$ cat src/rtl/timer_a_capture_compare_pkg.sv
// Shared Timer_A constants (mode control, output modes, capture edge/input selects)
// and the capture-edge match helper.
package timer_a_capture_compare_pkg;

  typedef enum logic [1:0] {
    MC__STOP       = 2'd0,
    MC__UP         = 2'd1,
    MC__CONTINUOUS = 2'd2,
    MC__UPDOWN     = 2'd3
  } mc_t;

  typedef enum logic [2:0] {
    OUTMOD__OUTBIT  = 3'd0,
    OUTMOD__SET     = 3'd1,
    OUTMOD__TOG_RST = 3'd2,
    OUTMOD__SET_RST = 3'd3,
    OUTMOD__TOGGLE  = 3'd4,
    OUTMOD__RESET   = 3'd5,
    OUTMOD__TOG_SET = 3'd6,
    OUTMOD__RST_SET = 3'd7
  } outmod_t;

  typedef enum logic [1:0] {
    CM__NONE = 2'd0,
    CM__RISE = 2'd1,
    CM__FALL = 2'd2,
    CM__BOTH = 2'd3
  } cm_t;

  typedef enum logic [1:0] {
    CCIS__CCIA = 2'd0,
    CCIS__CCIB = 2'd1,
    CCIS__GND  = 2'd2,
    CCIS__VCC  = 2'd3
  } ccis_t;

  // CM bit 0 arms rising edges, bit 1 arms falling edges.
  function automatic logic cm_hit(input logic [1:0] cm, input logic rise, input logic fall);
    return (cm[0] & rise) | (cm[1] & fall);
  endfunction

endpackage

$ cat src/rtl/timer_a_capture_compare_if.sv
// TAxCCTLn / TAxCCRn register-side bundle between the CPU register file and one channel.
interface timer_a_capture_compare_if #(parameter int WIDTH = 16);
  logic             CAP;
  logic [1:0]       CM;
  logic [1:0]       CCIS;
  logic             SCS;
  logic [2:0]       OUTMOD;
  logic             OUTbit;
  logic             CCIFG;
  logic             CCRwr;
  logic [WIDTH-1:0] CCRwdata;
  logic [WIDTH-1:0] CCR;
  logic             CCIFGset;
  logic             COVset;
  logic             SCCI;
  logic             CCI;

  modport master (
    output CAP, CM, CCIS, SCS, OUTMOD, OUTbit, CCIFG, CCRwr, CCRwdata,
    input  CCR, CCIFGset, COVset, SCCI, CCI
  );

  modport slave (
    input  CAP, CM, CCIS, SCS, OUTMOD, OUTbit, CCIFG, CCRwr, CCRwdata,
    output CCR, CCIFGset, COVset, SCCI, CCI
  );
endinterface

$ cat src/rtl/timer_a_output_unit.sv
// OUTMOD decode and OUT flop. Full modes 0..7 only with TIMERA_OUTUNIT_EN defined;
// otherwise OUT simply registers OUTbit.
module timer_a_output_unit
  import timer_a_capture_compare_pkg::*;
#(
  parameter int CHANNEL = 0
) (
  input  logic       clk,
  input  logic       rst,
  input  logic [1:0] mc,
  input  logic [2:0] outmod,
  input  logic       out_bit,
  input  logic       equ_n,
  input  logic       equ0,
  output logic       out
);

`ifdef TIMERA_OUTUNIT_EN
  logic e0, out_nxt;

  // Channel 0's own EQU is EQU0, so only the EQUn half of dual actions applies there.
  assign e0 = (CHANNEL != 0) && equ0;

  always_comb begin
    out_nxt = out;
    if (outmod == OUTMOD__OUTBIT) begin
      out_nxt = out_bit;
    end else if (mc != MC__STOP) begin
      case (outmod)
        OUTMOD__SET:     if (equ_n) out_nxt = 1'b1;
        OUTMOD__TOG_RST: if (e0) out_nxt = 1'b0; else if (equ_n) out_nxt = ~out;
        OUTMOD__SET_RST: if (e0) out_nxt = 1'b0; else if (equ_n) out_nxt = 1'b1;
        OUTMOD__TOGGLE:  if (equ_n) out_nxt = ~out;
        OUTMOD__RESET:   if (equ_n) out_nxt = 1'b0;
        OUTMOD__TOG_SET: if (e0) out_nxt = 1'b1; else if (equ_n) out_nxt = ~out;
        OUTMOD__RST_SET: if (e0) out_nxt = 1'b1; else if (equ_n) out_nxt = 1'b0;
        default:         out_nxt = out;
      endcase
    end
  end

  always_ff @(posedge clk or posedge rst)
    if (rst) out <= 1'b0;
    else     out <= out_nxt;
`else
  logic unused_ok;
  assign unused_ok = ^{mc, outmod, equ_n, equ0, 1'(CHANNEL)};

  always_ff @(posedge clk or posedge rst)
    if (rst) out <= 1'b0;
    else     out <= out_bit;
`endif

endmodule

$ cat src/rtl/timer_a_capture_compare.sv
// One Timer_A capture/compare channel: input sync + edge detect, capture/compare,
// CCR register, and the output unit (full OUTMOD set with TIMERA_OUTUNIT_EN).
module timer_a_capture_compare
  import timer_a_capture_compare_pkg::*;
#(
  parameter int CHANNEL = 0,
  parameter int WIDTH   = 16
) (
  input  logic                             TimerClock,
  input  logic                             wTACLR,
  input  logic [1:0]                       MC,
  input  logic [WIDTH-1:0]                 TAxR,
  input  logic                             EQU0,
  input  logic                             CCIA,
  input  logic                             CCIB,
  output logic                             EQU,
  output logic                             OUT,
  timer_a_capture_compare_if.slave         cctl
);

  logic             sel_in, sync1, cci_q, cci_prev, cap_pend;
  logic             rise, fall, cap_edge, cap_fire, cmp_hit;
  logic [WIDTH-1:0] ccr;
  logic             ccifg_set, cov_set, scci;

  always_comb begin
    sel_in = 1'b0;
    case (cctl.CCIS)
      CCIS__CCIA: sel_in = CCIA;
      CCIS__CCIB: sel_in = CCIB;
      CCIS__GND:  sel_in = 1'b0;
      default:    sel_in = 1'b1;
    endcase
  end

  assign rise     = cci_q & ~cci_prev;
  assign fall     = ~cci_q & cci_prev;
  assign cap_edge = cctl.CAP && cm_hit(cctl.CM, rise, fall);
  // With SCS the capture lands one TimerClock after the edge is seen.
  assign cap_fire = cctl.CAP && (cctl.SCS ? cap_pend : cap_edge);
  assign EQU      = (TAxR == ccr) && !cctl.CAP;
  assign cmp_hit  = EQU && (MC != MC__STOP);

  always_ff @(posedge TimerClock or posedge wTACLR) begin
    if (wTACLR) begin
      sync1     <= 1'b0;
      cci_q     <= 1'b0;
      cci_prev  <= 1'b0;
      cap_pend  <= 1'b0;
      ccr       <= '0;
      ccifg_set <= 1'b0;
      cov_set   <= 1'b0;
      scci      <= 1'b0;
    end else begin
      sync1     <= sel_in;
      cci_q     <= sync1;
      cci_prev  <= cci_q;
      cap_pend  <= cap_edge & cctl.SCS;
      if (cap_fire)        ccr <= TAxR;
      else if (cctl.CCRwr) ccr <= cctl.CCRwdata;
      ccifg_set <= cap_fire | cmp_hit;
      cov_set   <= cap_fire & cctl.CCIFG;
      if (cmp_hit) scci <= cci_q;
    end
  end

  assign cctl.CCR      = ccr;
  assign cctl.CCIFGset = ccifg_set;
  assign cctl.COVset   = cov_set;
  assign cctl.SCCI     = scci;
  assign cctl.CCI      = cci_q;

  timer_a_output_unit #(.CHANNEL(CHANNEL)) u_out (
    .clk     (TimerClock),
    .rst     (wTACLR),
    .mc      (MC),
    .outmod  (cctl.OUTMOD),
    .out_bit (cctl.OUTbit),
    .equ_n   (EQU),
    .equ0    (EQU0),
    .out     (OUT)
  );

endmodule

$ cat src/flat_wrapper.sv
// flat-port wrapper written by rule: the top's interface ports become plain ports
module timer_a_capture_compare_flat import timer_a_capture_compare_pkg::*;
#(
  parameter int CHANNEL = 0,
  parameter int WIDTH   = 16
)
  (TimerClock, wTACLR, MC, TAxR, EQU0, CCIA, CCIB, EQU, OUT, cctl_CAP, cctl_CM, cctl_CCIS, cctl_SCS, cctl_OUTMOD, cctl_OUTbit, cctl_CCIFG, cctl_CCRwr, cctl_CCRwdata, cctl_CCR, cctl_CCIFGset, cctl_COVset, cctl_SCCI, cctl_CCI);
  timer_a_capture_compare_if #(.WIDTH(WIDTH)) cctl_i ();
  input  logic TimerClock;
  input  logic wTACLR;
  input  logic [1:0] MC;
  input  logic [WIDTH-1:0] TAxR;
  input  logic EQU0;
  input  logic CCIA;
  input  logic CCIB;
  output logic EQU;
  output logic OUT;
  input wire logic [$bits(cctl_i.CAP)-1:0] cctl_CAP;
  input wire logic [$bits(cctl_i.CM)-1:0] cctl_CM;
  input wire logic [$bits(cctl_i.CCIS)-1:0] cctl_CCIS;
  input wire logic [$bits(cctl_i.SCS)-1:0] cctl_SCS;
  input wire logic [$bits(cctl_i.OUTMOD)-1:0] cctl_OUTMOD;
  input wire logic [$bits(cctl_i.OUTbit)-1:0] cctl_OUTbit;
  input wire logic [$bits(cctl_i.CCIFG)-1:0] cctl_CCIFG;
  input wire logic [$bits(cctl_i.CCRwr)-1:0] cctl_CCRwr;
  input wire logic [$bits(cctl_i.CCRwdata)-1:0] cctl_CCRwdata;
  output wire logic [$bits(cctl_i.CCR)-1:0] cctl_CCR;
  output wire logic [$bits(cctl_i.CCIFGset)-1:0] cctl_CCIFGset;
  output wire logic [$bits(cctl_i.COVset)-1:0] cctl_COVset;
  output wire logic [$bits(cctl_i.SCCI)-1:0] cctl_SCCI;
  output wire logic [$bits(cctl_i.CCI)-1:0] cctl_CCI;
  assign cctl_i.CAP = cctl_CAP;
  assign cctl_i.CM = cctl_CM;
  assign cctl_i.CCIS = cctl_CCIS;
  assign cctl_i.SCS = cctl_SCS;
  assign cctl_i.OUTMOD = cctl_OUTMOD;
  assign cctl_i.OUTbit = cctl_OUTbit;
  assign cctl_i.CCIFG = cctl_CCIFG;
  assign cctl_i.CCRwr = cctl_CCRwr;
  assign cctl_i.CCRwdata = cctl_CCRwdata;
  assign cctl_CCR = cctl_i.CCR;
  assign cctl_CCIFGset = cctl_i.CCIFGset;
  assign cctl_COVset = cctl_i.COVset;
  assign cctl_SCCI = cctl_i.SCCI;
  assign cctl_CCI = cctl_i.CCI;
  timer_a_capture_compare #(.CHANNEL(CHANNEL), .WIDTH(WIDTH)) u_core (.TimerClock(TimerClock), .wTACLR(wTACLR), .MC(MC), .TAxR(TAxR), .EQU0(EQU0), .CCIA(CCIA), .CCIB(CCIB), .EQU(EQU), .OUT(OUT), .cctl(cctl_i));
endmodule
$ cat config.mk
export PLATFORM = sky130hd
export DESIGN_NAME = timer_a_capture_compare_flat
export DESIGN_NICKNAME = d
export VERILOG_FILES = /design/src/rtl/timer_a_capture_compare_pkg.sv /design/src/rtl/timer_a_capture_compare_if.sv /design/src/rtl/timer_a_output_unit.sv /design/src/rtl/timer_a_capture_compare.sv /design/src/flat_wrapper.sv
export SDC_FILE = /design/constraint.sdc
export NUM_CORES = 1
export LEC_CHECK = 0
export CAP_MARGIN = 5
export CORE_MARGIN = 1
export CORE_UTILIZATION = 37
export DETAILED_ROUTE_END_ITERATION = 10
export PLACE_DENSITY = 0.77
export SLEW_MARGIN = 20
export SYNTH_ARGS = -nofsm -noshare
export SYNTH_HDL_FRONTEND = slang
export SYNTH_SLANG_ARGS = --single-unit
$ cat constraint.sdc
create_clock -name TimerClock -period 2.2 [get_ports TimerClock]
set_input_delay 0.44 -clock TimerClock [delete_from_list [all_inputs] [get_ports TimerClock]]
set_output_delay 0.44 -clock TimerClock [all_outputs]
set_load 0.1 [all_outputs]
==> summary.txt <==
Reg area = 627 um2
final setup margin = -0.108 ns
status = complete, but fails checks
dpl cells = 228
hpwl dp = 2400 um
sequential fraction of the synthesis area = 0.499
Synth cell types = 23
critical path data arrival time = 1.87 ns
Syn Nets = 167
Fmax achieved = 433 MHz
antenna cells = 0
P per Cell Area = 706 nW/um2
largest area contributor in the netlist = dfrtp_1
Tot Pwr = 1.44 mW
worst relative slew slack = 0.795
post-route setup TNS = -0.108 ns
die height = 59.0 um
Compound-Gate Fraction of Synth Area = 0.0821
Vias = 1109
cells taking the most area after synthesis = dfrtp_1, mux2i_1, xnor2_1, a21oi_1, nor2_1
kind of critical path = flop to output pin
vias in the first global route = 1068
Die Area = 3490 um2
Avg Inst Size Synth = 10.4 um2
worst reg2reg path startpoint = u_core.cctl.CCR[6]
I/O Pins = 73
Die X-Extent = 59.0 um
CTS Root Cell = clkbuf_4
GRT Overall Usage = 0.188
Slew Limit Fails = 0
critical path depth = 5
Worst-Margin Slew = 0.306 ns
final period utilization = 1.05
RSZ-0062 raised after global routing = yes
CTS tree = built
Critical Path Start = u_core.cctl.CCR[7]
LEAKAGE = 0.942 nW
Min-Delay Path Class = input port to async pin
global placer's final weighted congestion = 0.829
row count = 20
first-pass GRT wire length = 4790 um
crit-path cells = xnor2_2 -> nand4_1 -> or4_4 -> nor2_4 -> buf_12
fin crit period = 2.31 ns
top-area cell type share of the netlist area = 0.499
DR iter-0 viols = 29
reg2reg setup slack = 0.13 ns
DRT Pass-1 Iters = 4
Via density = 4.68
count of input and output buffers = 68
Max Fanout on Critical Path = 2
Skew-Pair Late Insertion Delay = 0.32 ns
R2R cell count = 7
number of enable flip-flop cells after synthesis = 0
Critical Path Sink Type = output pin
H-tree Lvls = 1
drt total wl = 3170 um
wire per inst = 13.4 um
Setup-failing EPs final = 1
top_reg_cell synth = dfrtp_1
Startpoint Class = flop
critical path's largest stage delay = 0.52 ns
WP data required = 1.76 ns
Layout Skew = 0.00619 ns
Buf/Inv on CP = 1
largest net degree at the start of global routing = 24
Gate Count Post-Synth = 116
CP endpoint = EQU
largest family of logic cells by synthesized area = multiplexers
Fillers = 271
Layout area overhead = 69.3%
Top Family by Delay on Critical Path = simple AND/OR/NAND/NOR gates
simple logic cell fraction of the synthesized area = 0.131
nets = 245
Final Non-Filler Cells = 237
Core Region = 3080 um2
clock transition at the registers of the reported paths = 0.14 ns
Synth Warn # = 0
Synth top cells by count = dfrtp_1, nor2_1, a21oi_1, mux2i_1, xnor2_1
Initial Util = 0.391
layout cells sized above 1 = 0.290
multi-input logic area = 613 um2
Reg2Reg Capture Point = u_core.cctl.SCCI
XOR/XNOR Fraction of Synth Area = 0.123
initial antenna violation count = 0
post-synthesis instance area = 1200 um2
total CTS buffers = 3
MaxCap Viol Count = 0
final hold violations = 0
Peak VDD IR = 0.000375 V
mux contribution to synthesized area = 0.142
post-synthesis register bit count = 24
CP max stage cell = dfrtp_4
post-route ant nets = 0
most instantiated library cell after synthesis = dfrtp_1
clk buf depth = 2
ys async rst share = 1.00
GR Overflow Total = 0
residual DRC count = 0
post-synthesis adder-cell area fraction = 0
post-layout util = 0.662
failing checks = setup timing
clk sink count = 24
## worst min path at each step
stage / to / slack, ns / depth (start not counted)
2_1_floorplan: u_core.cctl.CCI / 0.33 / 0
3_3_place_gp: u_core.cctl.CCI / 0.33 / 0
3_5_place_dp: u_core.cctl.CCI / 0.35 / 0
4_1_cts: u_core.u_out.out / 0.25 / 2
5_1_grt: u_core.u_out.out / 0.25 / 2
6_report: u_core.u_out.out / 0.25 / 2
## layer usage
| metal | GRT usage | wire, um | up-vias |
|---|---|---|---|
| met1 | 0.210 | 1240 | 511 |
| met2 | 0.343 | 1690 | 42 |
| met5 | 0 | 0 | - |
| met4 | 0.102 | 98 | 0 |
| li1 | - | - | 548 |
| met3 | 0.0240 | 136 | 8 |
## report_power, final
| part | switching (mW) | internal (mW) |
|---|---|---|
| Combinational | 0.463 | 0.220 |
| Sequential | 0.0479 | 0.502 |
| Clock | 0.135 | 0.0709 |
| Total | 0.646 | 0.793 |
## registers in the layout, indices dropped and copies added (netlist names)
name,flops
u_core.cctl.CCR,16
u_core.cap_pend,1
u_core.cci_prev,1
u_core.cctl.CCI,1
u_core.cctl.CCIFGset,1
u_core.cctl.COVset,1
u_core.cctl.SCCI,1
u_core.sync1,1
u_core.u_out.out,1
## final cells by class
cell class | instances | area share
clock buffers | 4 | 0.0129
inverters | 2 | 0.00368
multi-input cells | 85 | 0.301
flip-flops and latches | 24 | 0.308
well taps | 44 | 0.0270
repair buffers | 78 | 0.348
## worst reg2reg max path: cells and delay by family, from the launching register on
family	cells	cell delay, ns
AND/OR/NAND/NOR	3	0.70
buffers and inverters	2	0.30
XOR/XNOR	1	0.16
multiplexers	1	0.34
flip-flops	1	0.45
## cell families (layout without fill, tap and decap cells)
logic type | after synthesis | after routing
multiplexers | 17 | 17
flip-flops | 24 | 24
XOR/XNOR | 16 | 16
AND/OR/NAND/NOR | 33 | 33
AO/OA/AOI/OAI | 19 | 19
buffers and inverters | 7 | 84
## per-stage QoR
stage	cell area, um2	setup slack (ns)	hold WS [ns]
3_5_place_dp	1950	-0.293	0.350
2_1_floorplan	1240	-0.118	0.331
4_1_cts	2010	-0.175	0.250
3_3_place_gp	1950	-0.291	0.333
5_1_grt	2040	-0.201	0.249
6_report	2040	-0.108	0.252
## cell usage in the layout (no fill, tap or decap), drive strengths merged, types with 3 or more instances in the layout
cell / netlist / final
nand4: 3 / 3
buf: 1 / 32
a21oi: 16 / 16
dlygate4sd2: 0 / 9
mux2i: 16 / 16
nor2: 19 / 19
dfrtp: 24 / 24
clkdlybuf4s50: 0 / 34
xor2: 5 / 5
xnor2: 11 / 11
clkbuf: 4 / 4
nand2: 4 / 4
dlymetal6s2s: 0 / 3
## repair_timing
action	in CTS	in global routing
endpoints found under the hold margin	0	0
resized for setup	11	5
hold buffers	0	0
setup buffers	4	1
pin swaps	6	4
setup endpoints to repair	1	1
Note: power is estimated with default switching activity, not from simulation.
